File: src/rtl/reservation_entry_gen.sv
// Single reservation-station entry: captures an op with its source operands and
// snoops the CDB until every source is present, then holds it for issue.
module reservation_entry_gen #(
    parameter int unsigned P_DATA_W = 32,
    parameter int unsigned P_REG_W  = 6,
    parameter int unsigned P_SRC_N  = 2,
    parameter int unsigned P_CDB_N  = 3,
    parameter int unsigned P_PAY_W  = 48,
    parameter int unsigned P_TAG_W  = 6,
    parameter int unsigned P_AGE_W  = 4
) (
    input  logic                          iCLOCK,
    input  logic                          inRESET,
    input  logic                          iFLUSH,
    input  logic                          iKILL_VALID,
    input  logic [P_TAG_W-1:0]            iKILL_TAG,
    input  logic                          iREGISTER_VALID,
    input  logic [P_PAY_W-1:0]            iREGISTER_PAYLOAD,
    input  logic [P_TAG_W-1:0]            iREGISTER_TAG,
    input  logic [P_SRC_N-1:0]            iREGISTER_SRC_VALID,
    input  logic [P_SRC_N*P_DATA_W-1:0]   iREGISTER_SRC,
    input  logic [P_CDB_N-1:0]            iCDB_VALID,
    input  logic [P_CDB_N-1:0]            iCDB_WB,
    input  logic [P_CDB_N*P_REG_W-1:0]    iCDB_REGNAME,
    input  logic [P_CDB_N*P_DATA_W-1:0]   iCDB_DATA,
    input  logic                          iISSUE_GRANT,
    output logic                          oINFO_ENTRY_VALID,
    output logic                          oINFO_REGIST_LOCK,
    output logic                          oINFO_READY,
    output logic [P_AGE_W-1:0]            oINFO_AGE,
    output logic [P_PAY_W-1:0]            oINFO_PAYLOAD,
    output logic [P_TAG_W-1:0]            oINFO_TAG,
    output logic [P_SRC_N-1:0]            oINFO_SRC_VALID,
    output logic [P_SRC_N*P_DATA_W-1:0]   oINFO_SRC
);

    typedef enum logic [1:0] {
        EMPTY = 2'd0,
        WAIT  = 2'd1,
        READY = 2'd2
    } state_t;

    state_t                        state_q, state_d;
    logic [P_PAY_W-1:0]            payload_q, payload_d;
    logic [P_TAG_W-1:0]            tag_q, tag_d;
    logic [P_SRC_N-1:0]            src_valid_q, src_valid_d;
    logic [P_SRC_N*P_DATA_W-1:0]   src_q, src_d;
    logic [P_AGE_W-1:0]            age_q, age_d;
    logic                          removed_q, removed_d;

    logic [P_SRC_N-1:0]            hit;
    logic [P_DATA_W-1:0]           hit_data [P_SRC_N];
    logic [P_REG_W-1:0]            src_name [P_SRC_N];
    logic                          occupied;
    logic                          kill_hit;

    assign occupied = (state_q != EMPTY);
    assign kill_hit = iKILL_VALID && occupied && (iKILL_TAG == tag_q);

    // Source names come from the incoming op while empty, otherwise from storage;
    // the lowest-index matching CDB channel wins.
    always_comb begin
        hit = '0;
        for (int unsigned s = 0; s < P_SRC_N; s++) begin
            hit_data[s] = '0;
            src_name[s] = (state_q == EMPTY) ? iREGISTER_SRC[s*P_DATA_W +: P_REG_W]
                                             : src_q[s*P_DATA_W +: P_REG_W];
            for (int unsigned c = 0; c < P_CDB_N; c++) begin
                if (!hit[s] && iCDB_VALID[c] && iCDB_WB[c] &&
                    (iCDB_REGNAME[c*P_REG_W +: P_REG_W] == src_name[s])) begin
                    hit[s]      = 1'b1;
                    hit_data[s] = iCDB_DATA[c*P_DATA_W +: P_DATA_W];
                end
            end
        end
    end

    always_comb begin
        state_d     = state_q;
        payload_d   = payload_q;
        tag_d       = tag_q;
        src_valid_d = src_valid_q;
        src_d       = src_q;
        age_d       = age_q;
        removed_d   = 1'b0;

        if (iFLUSH || kill_hit || (iISSUE_GRANT && state_q == READY)) begin
            state_d     = EMPTY;
            payload_d   = '0;
            tag_d       = '0;
            src_valid_d = '0;
            src_d       = '0;
            age_d       = '0;
            removed_d   = 1'b1;
        end else begin
            case (state_q)
                EMPTY: begin
                    if (iREGISTER_VALID) begin
                        payload_d = iREGISTER_PAYLOAD;
                        tag_d     = iREGISTER_TAG;
                        age_d     = '0;
                        for (int unsigned s = 0; s < P_SRC_N; s++) begin
                            if (iREGISTER_SRC_VALID[s]) begin
                                src_valid_d[s]                   = 1'b1;
                                src_d[s*P_DATA_W +: P_DATA_W]    = iREGISTER_SRC[s*P_DATA_W +: P_DATA_W];
                            end else if (hit[s]) begin
                                src_valid_d[s]                   = 1'b1;
                                src_d[s*P_DATA_W +: P_DATA_W]    = hit_data[s];
                            end else begin
                                src_valid_d[s]                   = 1'b0;
                                src_d[s*P_DATA_W +: P_DATA_W]    = P_DATA_W'(src_name[s]);
                            end
                        end
                        state_d = (&src_valid_d) ? READY : WAIT;
                    end
                end
                WAIT: begin
                    for (int unsigned s = 0; s < P_SRC_N; s++) begin
                        if (!src_valid_q[s] && hit[s]) begin
                            src_valid_d[s]                = 1'b1;
                            src_d[s*P_DATA_W +: P_DATA_W] = hit_data[s];
                        end
                    end
                    state_d = (&src_valid_d) ? READY : WAIT;
                    if (age_q != '1) age_d = age_q + P_AGE_W'(1);
                end
                READY: begin
                    if (age_q != '1) age_d = age_q + P_AGE_W'(1);
                end
                default: state_d = EMPTY;
            endcase
        end
    end

    always_ff @(posedge iCLOCK or negedge inRESET) begin
        if (!inRESET) begin
            state_q     <= EMPTY;
            payload_q   <= '0;
            tag_q       <= '0;
            src_valid_q <= '0;
            src_q       <= '0;
            age_q       <= '0;
            removed_q   <= 1'b0;
        end else begin
            state_q     <= state_d;
            payload_q   <= payload_d;
            tag_q       <= tag_d;
            src_valid_q <= src_valid_d;
            src_q       <= src_d;
            age_q       <= age_d;
            removed_q   <= removed_d;
        end
    end

    // Lock also covers the single cycle after a removal so a stale grant cannot re-register.
    assign oINFO_ENTRY_VALID = occupied;
    assign oINFO_REGIST_LOCK = occupied | removed_q;
    assign oINFO_READY       = (state_q == READY);
    assign oINFO_AGE         = age_q;
    assign oINFO_PAYLOAD     = payload_q;
    assign oINFO_TAG         = tag_q;
    assign oINFO_SRC_VALID   = src_valid_q;
    assign oINFO_SRC         = src_q;

endmodule

File: config.mk
export PLATFORM = sky130hd
export DESIGN_NAME = reservation_entry_gen
export DESIGN_NICKNAME = d
export VERILOG_FILES = /design/src/rtl/reservation_entry_gen.sv
export SDC_FILE = /design/constraint.sdc
export NUM_CORES = 1
export LEC_CHECK = 0
export CORE_MARGIN = 10
export CORE_UTILIZATION = 44
export CTS_BUF_LIST = sky130_fd_sc_hd__clkbuf_16
export DETAILED_ROUTE_END_ITERATION = 6
export HOLD_SLACK_MARGIN = 0.03
export PLACE_DENSITY = 0.89
export SLEW_MARGIN = 30
export SYNTH_ARGS = -nofsm -noshare
export SYNTH_HDL_FRONTEND = slang
export SYNTH_SLANG_ARGS = --single-unit
export TNS_END_PERCENT = 10
File: constraint.sdc
create_clock -name iCLOCK -period 7.65 [get_ports iCLOCK]
set_clock_uncertainty 0.2 [all_clocks]
set_input_delay 1.9125 -clock iCLOCK [delete_from_list [all_inputs] [get_ports iCLOCK]]
set_output_delay 1.9125 -clock iCLOCK [all_outputs]
set_load 0.02 [all_outputs]
# Word-level counts from Yosys, hierarchy flattened
# Cells that the tools add are included.
# totals
register_bits	127
latchBits	0
ram_bits	0
romBits	0
inputBits	252
out_inout_bits	127
elab_cells	126
mem_count	0
# op_classes
n_addsub	1
mul	0
div_mod_pow	0
n_lt_le_gt_ge	0
eq_ne	15
shifts	0
mux	58
n_bitwise	1
n_reduce_logical	43
# ops
op	count
$mux 32	12
$mux 48	3
$mux 64	2
$pmux 64 s2	1
$eq 6x6->1	7
$mux 6	5
$mux 1	23
$logic_and 1x1->1	20
$mux 2	6
$mux 4	3
$reduce_and 2->1	5
$reduce_and 3->1	3
$pmux 4 s2	1
$logic_not 1->1	6
$ne 3x3->1 const B	2
$pmux 2 s3	1
$reduce_bool 2->1	3
$reduce_bool 3->1	2
$add 4x1->4 const B	1
$ne 4x4->1 const B	1
$pmux 2 s2	1
$ne 3x1->1 const B	1
$ne 3x2->1 const B	1
$eq 2x1->1 const B	1
other kinds (6)	7

# Longest topological paths before layout
# Gate-level depths: netlist of the first run.
# logic_depth
word_depth	25
depth_mapped	16

# Least setup slack after synthesis of the first run
# Ideal clock, no wire load.
# synth_path
kind	in2reg
startpoint	input port iREGISTER_SRC[0]
endpoint	register src_q[11], in the netlist oINFO_SRC[11]
setup_ns	0.121
t_arrival_ns	4.171
required_ns	7.329
path_slack_ns	3.158
cell_stages	13
path_buffers	5
path_cell_list	mux2i_1 xnor2_1 nor2_1 and4_4 buf_6 or3_1 buf_2 or2_1 buf_2 o21a_1 buf_6 buf_6 a22o_1
# synth_between
elab_chain_cells	19
# synth_lines
item	line	source
from (decl)	21	input logic [P_SRC_N*P_DATA_W-1:0] iREGISTER_SRC,
$mux 6 *	66	src_name[s] = (state_q == EMPTY) ? iREGISTER_SRC[s*P_DATA_W +: P_REG_W]
$eq 6x6->1	70	(iCDB_REGNAME[c*P_REG_W +: P_REG_W] == src_name[s])) begin
$logic_and 1x1->1	69	if (!hit[s] && iCDB_VALID[c] && iCDB_WB[c] &&
$mux 1	69	
$logic_not 1->1	69	
$logic_and 1x1->1 (3 in a row)	69	
$mux 1	69	
$logic_not 1->1	69	
$logic_and 1x1->1 (3 in a row)	69	
$mux 32 or $mux 1 (tied branches)	69	
$mux 32	106	end else if (hit[s]) begin
$mux 32	103	if (iREGISTER_SRC_VALID[s]) begin
$mux 64	98	if (iREGISTER_VALID) begin
$pmux 64 s2	96	case (state_q)
$mux 64	87	if (iFLUSH || kill_hit || (iISSUE_GRANT && state_q == READY)) begin
to (signal assigned)	149	src_q <= src_d;
to (decl)	47	logic [P_SRC_N*P_DATA_W-1:0] src_q, src_d;
# Every way passes the cells marked *; elsewhere a longest branch is shown, timed or not. The select of a mux whose other input is x is not followed.
# A chain may end at the register's enable or synchronous reset.

# Worst setup path in the final report of the first run
# layout_path
startpoint	input port iREGISTER_SRC[37]
endpoint	register src_q[32], in the netlist oINFO_SRC[32]
# Same word-level chain as after synthesis.

==> results of run 1 <==
[path summary, 6_finish.rpt]
kind | from | to | slack [ps] | cells after the start
setup / recovery | iREGISTER_SRC[37] | oINFO_SRC[32] | 2030 | 9
hold / removal | oINFO_PAYLOAD[1] | oINFO_PAYLOAD[1] | 260 | 2
setup reg to reg | state_q[0] | oINFO_SRC[32] | 2780 | 11
hold reg to reg | oINFO_PAYLOAD[1] | oINFO_PAYLOAD[1] | 260 | 2
max in group asynchronous | inRESET | oINFO_SRC[0] | 4770 | 2
min in group asynchronous | inRESET | oINFO_PAYLOAD[19] | 1320 | 1
[power by group]
part	switching, W	internal (W)	total [W]
registers	0.0000437	0.000731	0.000774
clock network	0.000330	0.000517	0.000846
logic	0.000397	0.000348	0.000745
[critical path, delay by kind of cell]
| kind | cells | cell delay (ps) |
|---|---|---|
| and+or+nand+nor | 4 | 2020 |
| muxes | 1 | 530 |
| buffers and inverters | 1 | 420 |
| xor gates and xnor gates | 1 | 130 |
| AOI/OAI and AO/OA | 2 | 750 |
[layout by cell type (no fill, tap or decap), types with 3 or more instances in the layout]
cell type	instances
a21o_1	16
a21oi_1	19
a221oi_1	46
a22o_1	54
a32o_1	11
buf_4	12
bufinv_16	3
clkbuf_16	17
clkdlybuf4s50_1	377
clkinv_4	5
dfrtp_1	127
diode_2	4
ha_1	5
inv_1	6
mux2i_1	10
nand2_1	177
nand2b_1	12
nand3_1	56
nand4_1	5
nor2_1	45
nor2b_1	4
nor3_1	6
nor4_1	5
o21ai_0	81
o21bai_1	3
o221ai_1	7
o22ai_1	3
o31a_1	4
o31ai_1	23
xnor2_1	29
xor2_1	13
[registers in the layout, indices dropped and copies added (netlist names)]
signal           cells
oINFO_SRC           64
oINFO_PAYLOAD       48
oINFO_TAG            6
oINFO_AGE            4
oINFO_SRC_VALID      2
state_q              2
removed_q            1
[layout make-up]
type / instances / area, um^2
Fill cell: 1329 / 4920
Multi-Input combinational cell: 673 / 4130
Timing Repair Buffer: 395 / 3970
Sequential cell: 127 / 3180
Clock buffer: 17 / 425
Tap cell: 225 / 282
Clock inverter: 15 / 186
Inverter: 5 / 18.8
Antenna cell: 4 / 10.0
[per-layer routing]
| metal | vias to the layer above | global-route usage [%] | wire, um | share of wire [%] |
|---|---|---|---|---|
| met3 | 131 | 8.82 | 4240 | 12 |
| met5 | - | 0 | 0 | 0 |
| li1 | 3902 | - | - | - |
| met2 | 651 | 48.1 | 17200 | 48 |
| met4 | 0 | 17.3 | 2000 | 5.5 |
| met1 | 4173 | 35.9 | 12600 | 35 |
[per-stage QoR]
step                total power (W)  instance area, um^2  util, %  std cells  setup WS (ps)
detailed placement          0.00151                11500     67.3       1422           1610
global placement            0.00149                11500     67.0       1420           1830
floorplan                   0.00113                 7610        -        882           3160
CTS                         0.00236                12100     70.9       1454           2010
finish                      0.00237                12200     71.3       1461           2030
global route                0.00246                12200     71.3       1460           1980
[cell families (layout without fill, tap and decap cells)]
group                    after synthesis  count (layout)
multiplexers                          13              13
XOR/XNOR                              42              42
buffers and inverters                 82             432
AND/OR/NAND/NOR                      329             329
AO/OA/AOI/OAI                        284             284
adder cells (fa/ha/maj)                5               5
other                                  0               4
flip-flops                           127             127
==> impl_metrics.env, run 1 <==
export IMPL_synth_most_common_cell="nand2_1"
export IMPL_synth_seq_area_share_pct=41.8
export IMPL_grt_use_total_pct=30.3
export IMPL_ys_flop_type="dfrtp_1"
export IMPL_ir_worst_vdd_uv=158
export IMPL_netlist_top_cell_by_area="dfrtp_1"
export IMPL_ys_ff_latch=127
export IMPL_yosysTopAreaCellShare_pct=41.8
export IMPL_clk_pin_slew_ps=60
export IMPL_synth_xor_area_share_pct=4.83
export IMPL_min_path_type="flop to flop"
export IMPL_dp_hpwl_mm=26.4
export IMPL_synthArstFlopShare_pct=100
export IMPL_gp_congestion=0.941
export IMPL_fp_row_count=48
export IMPL_num_vias=8857
export IMPL_cp_arrival_ps=5770
export IMPL_antenna_found_initial=3
export IMPL_wl_per_cell_um=24.7
export IMPL_clk_insertion_delay_late_ps=420
export IMPL_path_max_fanout=16
export IMPL_first_iter_violations=1062
export IMPL_tns_ps=0
export IMPL_synth_cells=882
export IMPL_syn_area_um2=7610
export IMPL_cpPeakStageDelay_ps=840
export IMPL_ctsHoldBuffers=0
export IMPL_cts_htree_levels=4
export IMPL_whs_ps=262
export IMPL_slew_headroom_pct=29.8
export IMPL_drc=0
export IMPL_ios=379
export IMPL_drv_slew=0
export IMPL_cts_tree="yes"
export IMPL_dieArea_um2=23000
export IMPL_netlist_top_cells_count="nand2_1 (177), dfrtp_1 (127), o21ai_0 (81)"
export IMPL_synthMuxAreaShare_pct=1.83
export IMPL_powerDensity_nw_per_um2=194
export IMPL_fin_nets=1476
export IMPL_synth_cell_types=52
export IMPL_cp_end_kind="flop"
export IMPL_postCtsResizedCells=0
export IMPL_cts_root_buf="clkbuf_16"
export IMPL_synth_edf_count=0
export IMPL_yosysWarnings=0
export IMPL_drt_pass1_iterations=5
export IMPL_critPathLaunchType="input pin"
export IMPL_synthAdderAreaFrac_pct=0.822
export IMPL_port_buffers=378
export IMPL_die_h_um=152
export IMPL_cts_setup_buffers=0
export IMPL_syn_to_final_growth_pct=60.4
export IMPL_grt_start_max_net_pins=78
export IMPL_cp_required_ps=7810
export IMPL_vias_per_cell=6.06
export IMPL_post_synth_main_area_contributors="dfrtp_1 (42%), nand2_1 (8.7%), a22o_1 (6.2%), o21ai_0 (5.3%), a221oi_1 (5.3%)"
export IMPL_tightest_slew_ps=1050
export IMPL_hold_viol_final=0
export IMPL_setup_viol=0
export IMPL_grt_pass1_wl_mm=53.6
export IMPL_worstPathCellList="clkdlybuf4s50_1, mux2i_1, xnor2_1, nor2_1, nand4b_1, nand3b_1, nand2b_1, a21oi_1, a32o_1"
export IMPL_p_leak_nw=5.25
export IMPL_grt_overflow=0
export IMPL_start_util_pct=44.5
export IMPL_synth_compound_area_share_pct=26.9
export IMPL_synth_simple_gate_area_share_pct=19.0
export IMPL_syn_nets=1139
export IMPL_core_area_um2=17100
export IMPL_fp_dieW_um=152
export IMPL_timing_final_crit_share_pct=73.4
export IMPL_max_freq_ghz=0.178
export IMPL_rsz0062_at_grt="no"
export IMPL_clock_sinks=127
export IMPL_wl_mm=36.1
export IMPL_drv_cap=0
export IMPL_finalCriticalPeriod_ps=5620
export IMPL_run_status="finished, final reports clean"
export IMPL_grt_pass1_vias=9051
export IMPL_syn_area_per_cell_um2=8.63
export IMPL_cts_buffers=17
export IMPL_drtAntennaViolNets=0
export IMPL_synth_top_family_by_area="compound AO/OA/AOI/OAI gates"
export IMPL_worst_setup_path_type="input pin to flop"
export IMPL_clk_path_buf_depth=2
export IMPL_drive_gt1_share_pct=5.36
export IMPL_slowest_stage="nand4b_1"
No activity file was read; power rests on OpenSTA's default activity.
==> inputs of run 2 (changes only) <==
- CORE_UTILIZATION: 44 -> 37
- PLACE_DENSITY: 0.89 -> 0.8
- clock period: 7.65 -> 5.1 ns (I/O delays scaled with it)
==> run 2 against run 1 <==
  * Via count fell by 1.1%
  * Sequential power increased by 50%
  * Sequential share of layout area fell by 0.11 points
  * Wire length fell by 1.0%
  * Critical path type unchanged
  * Critical endpoint is now oINFO_SRC[16]
==> impl_metrics.env, run 2 (same netlist as run 1, synthesis figures left out) <==
export IMPL_postCtsResizedCells=0
export IMPL_p_leak_nw=5.25
export IMPL_seqPwrFrac_pct=33.5
export IMPL_run_status="finished, final reports clean"
export IMPL_fin_util_pct=60.6
export IMPL_pre_cts_ws_ps=379
export IMPL_grt_pass1_wl_mm=53.9
export IMPL_comb_power_share_pct=32.2
export IMPL_fp_dieW_um=163
export IMPL_min_to="oINFO_PAYLOAD[5]"
export IMPL_clk_path_buf_depth=2
export IMPL_cts_root_buf="clkbuf_16"
export IMPL_critPathLaunch="iREGISTER_SRC[1]"
export IMPL_critPathLaunchType="input pin"
export IMPL_drc=0
export IMPL_first_iter_violations=917
export IMPL_p_int_w=0.00234
export IMPL_wl_mm=35.7
export IMPL_finalCriticalPeriod_ps=4450
export IMPL_switchingPower_w=0.00114
export IMPL_register_area_um2=3180
export IMPL_drv_slew=0
export IMPL_grt_use_total_pct=25.8
export IMPL_hold_viol_final=0
export IMPL_core_area_um2=20200
export IMPL_path_max_fanout=26
export IMPL_syn_to_final_growth_pct=61.0
export IMPL_grt_pass1_vias=9031
export IMPL_dieArea_um2=26700
export IMPL_powerDensity_nw_per_um2=284
export IMPL_cts_buffers=17
export IMPL_vias_per_cell=5.81
export IMPL_postPlaceCellArea_um2=11700
export IMPL_tightest_slew_ps=908
export IMPL_whs_ps=262
export IMPL_p_clk_share_pct=34.3
export IMPL_layout_common_cells="clkdlybuf4s50_1 (377), nand2_1 (177), dfrtp_1 (127)"
export IMPL_drv_cap=0
export IMPL_cp_arrival_ps=4600
export IMPL_num_vias=8764
export IMPL_largest_register_ffs=64
export IMPL_ctsHoldBuffers=0
export IMPL_swShare_pct=32.8
export IMPL_slew_headroom_pct=39.3
export IMPL_ff2ff_path_depth=12
export IMPL_start_util_pct=37.6
export IMPL_hp_start="oINFO_PAYLOAD[5]"
export IMPL_ios=379
export IMPL_clk_pin_slew_ps=60
export IMPL_cp_required_ps=5250
export IMPL_setup_viol=0
export IMPL_r2r_end="oINFO_SRC[16]"
export IMPL_final_area_um2=12300
export IMPL_clk_insertion_delay_late_ps=420
export IMPL_grt_start_max_net_pins=71
export IMPL_dp_hpwl_mm=26.9
export IMPL_ir_worst_vdd_uv=180
export IMPL_timing_final_crit_share_pct=87.2
export IMPL_nFillCells=1725
export IMPL_drive_gt1_share_pct=5.74
export IMPL_worst_setup_path_type="input pin to flop"
export IMPL_final_setup_worst_slack_ps=653
export IMPL_max_freq_ghz=0.225
export IMPL_clock_sinks=127
export IMPL_port_buffers=378
export IMPL_wl_per_cell_um=23.7
export IMPL_tns_ps=0
export IMPL_hold_depth=2
export IMPL_cts_htree_levels=4
export IMPL_fp_row_count=52
export IMPL_multi_input_area_um2=4140
export IMPL_reg2reg_from="state_q[0]"
export IMPL_gp_congestion=1.03
export IMPL_fin_nets=1483
export IMPL_min_path_type="flop to flop"
export IMPL_antenna_found_initial=1
export IMPL_die_h_um=163
export IMPL_cts_tree="yes"
export IMPL_cp_end_kind="flop"
export IMPL_drtAntennaViolNets=0
export IMPL_drt_pass1_iterations=6
export IMPL_rsz0062_at_grt="no"
export IMPL_cts_setup_buffers=0
export IMPL_layout_cells_most_common="clkdlybuf4s50_1"
export IMPL_r2r_setup_slack_ps=750
export IMPL_grt_overflow=0
==> run 2: cell count changes in the layout (fill, tap and decap cells not counted), moves of 2 or more <==
cell	change
clkinv_2	+2
diode_2	-3
clkinv_4	-2
clkinvlp_4	+2
buf_4	+9
==> run 2: how the worst max path moves through the flow <==
stage	endpoint	slack, ps	cells past startpoint
final	oINFO_SRC[16]	650	10
after global routing	oINFO_SRC[6]	500	10
after CTS	oINFO_SRC[16]	810	10
after detailed placement	oINFO_SRC[30]	380	10
after global placement	oINFO_SRC[24]	360	10
after floorplan	oINFO_SRC[11]	1250	13
==> run 2: per-stage QoR <==
stage                     power (W)  instances
after floorplan             0.00169        882
after global placement      0.00227       1474
after detailed placement    0.00229       1476
after CTS                   0.00348       1507
after global routing        0.00363       1509
final                       0.00348       1509
==> run 2: final cells by class <==
cell class                 count  share of cell area [%]
multi-input combinational    673                    33.8
tap                          270                    2.76
antenna                        1                  0.0204
sequential                   127                    25.9
inverter                       5                   0.153
clock inverter                14                    1.17
timing repair buffer         402                    32.7
clock buffer                  17                    3.47
==> run 2: metal layers <==
| layer | routed length, um | share of wire (%) | vias up | GRT usage [%] |
|---|---|---|---|---|
| met1 | 13400 | 38 | 4210 | 30.7 |
| li1 | - | - | 3898 | - |
| met5 | 0 | 0 | - | 0 |
| met2 | 17700 | 50 | 563 | 43.7 |
| met4 | 1400 | 3.9 | 0 | 11.3 |
| met3 | 3170 | 8.9 | 93 | 6.12 |
==> run 2: power by group through the flow <==
stage / registers (W) / clock network, W / logic [W]
floorplan: 0.00127 / 0 / 0.000418
global placement: 0.00118 / 0 / 0.00109
detailed placement: 0.00118 / 0 / 0.00111
CTS: 0.00116 / 0.00121 / 0.00111
global route: 0.00117 / 0.00126 / 0.00119
finish: 0.00116 / 0.00119 / 0.00112
==> run 2: critical path, cell delays in order <==
cell	delay [ps]
clkdlybuf4s50_1	420
mux2i_1	460
xor2_1	290
nand2_1	110
nor4_1	600
nor2b_2	430
buf_4	400
a221oi_1	140
o31ai_1	280
a22o_1	170
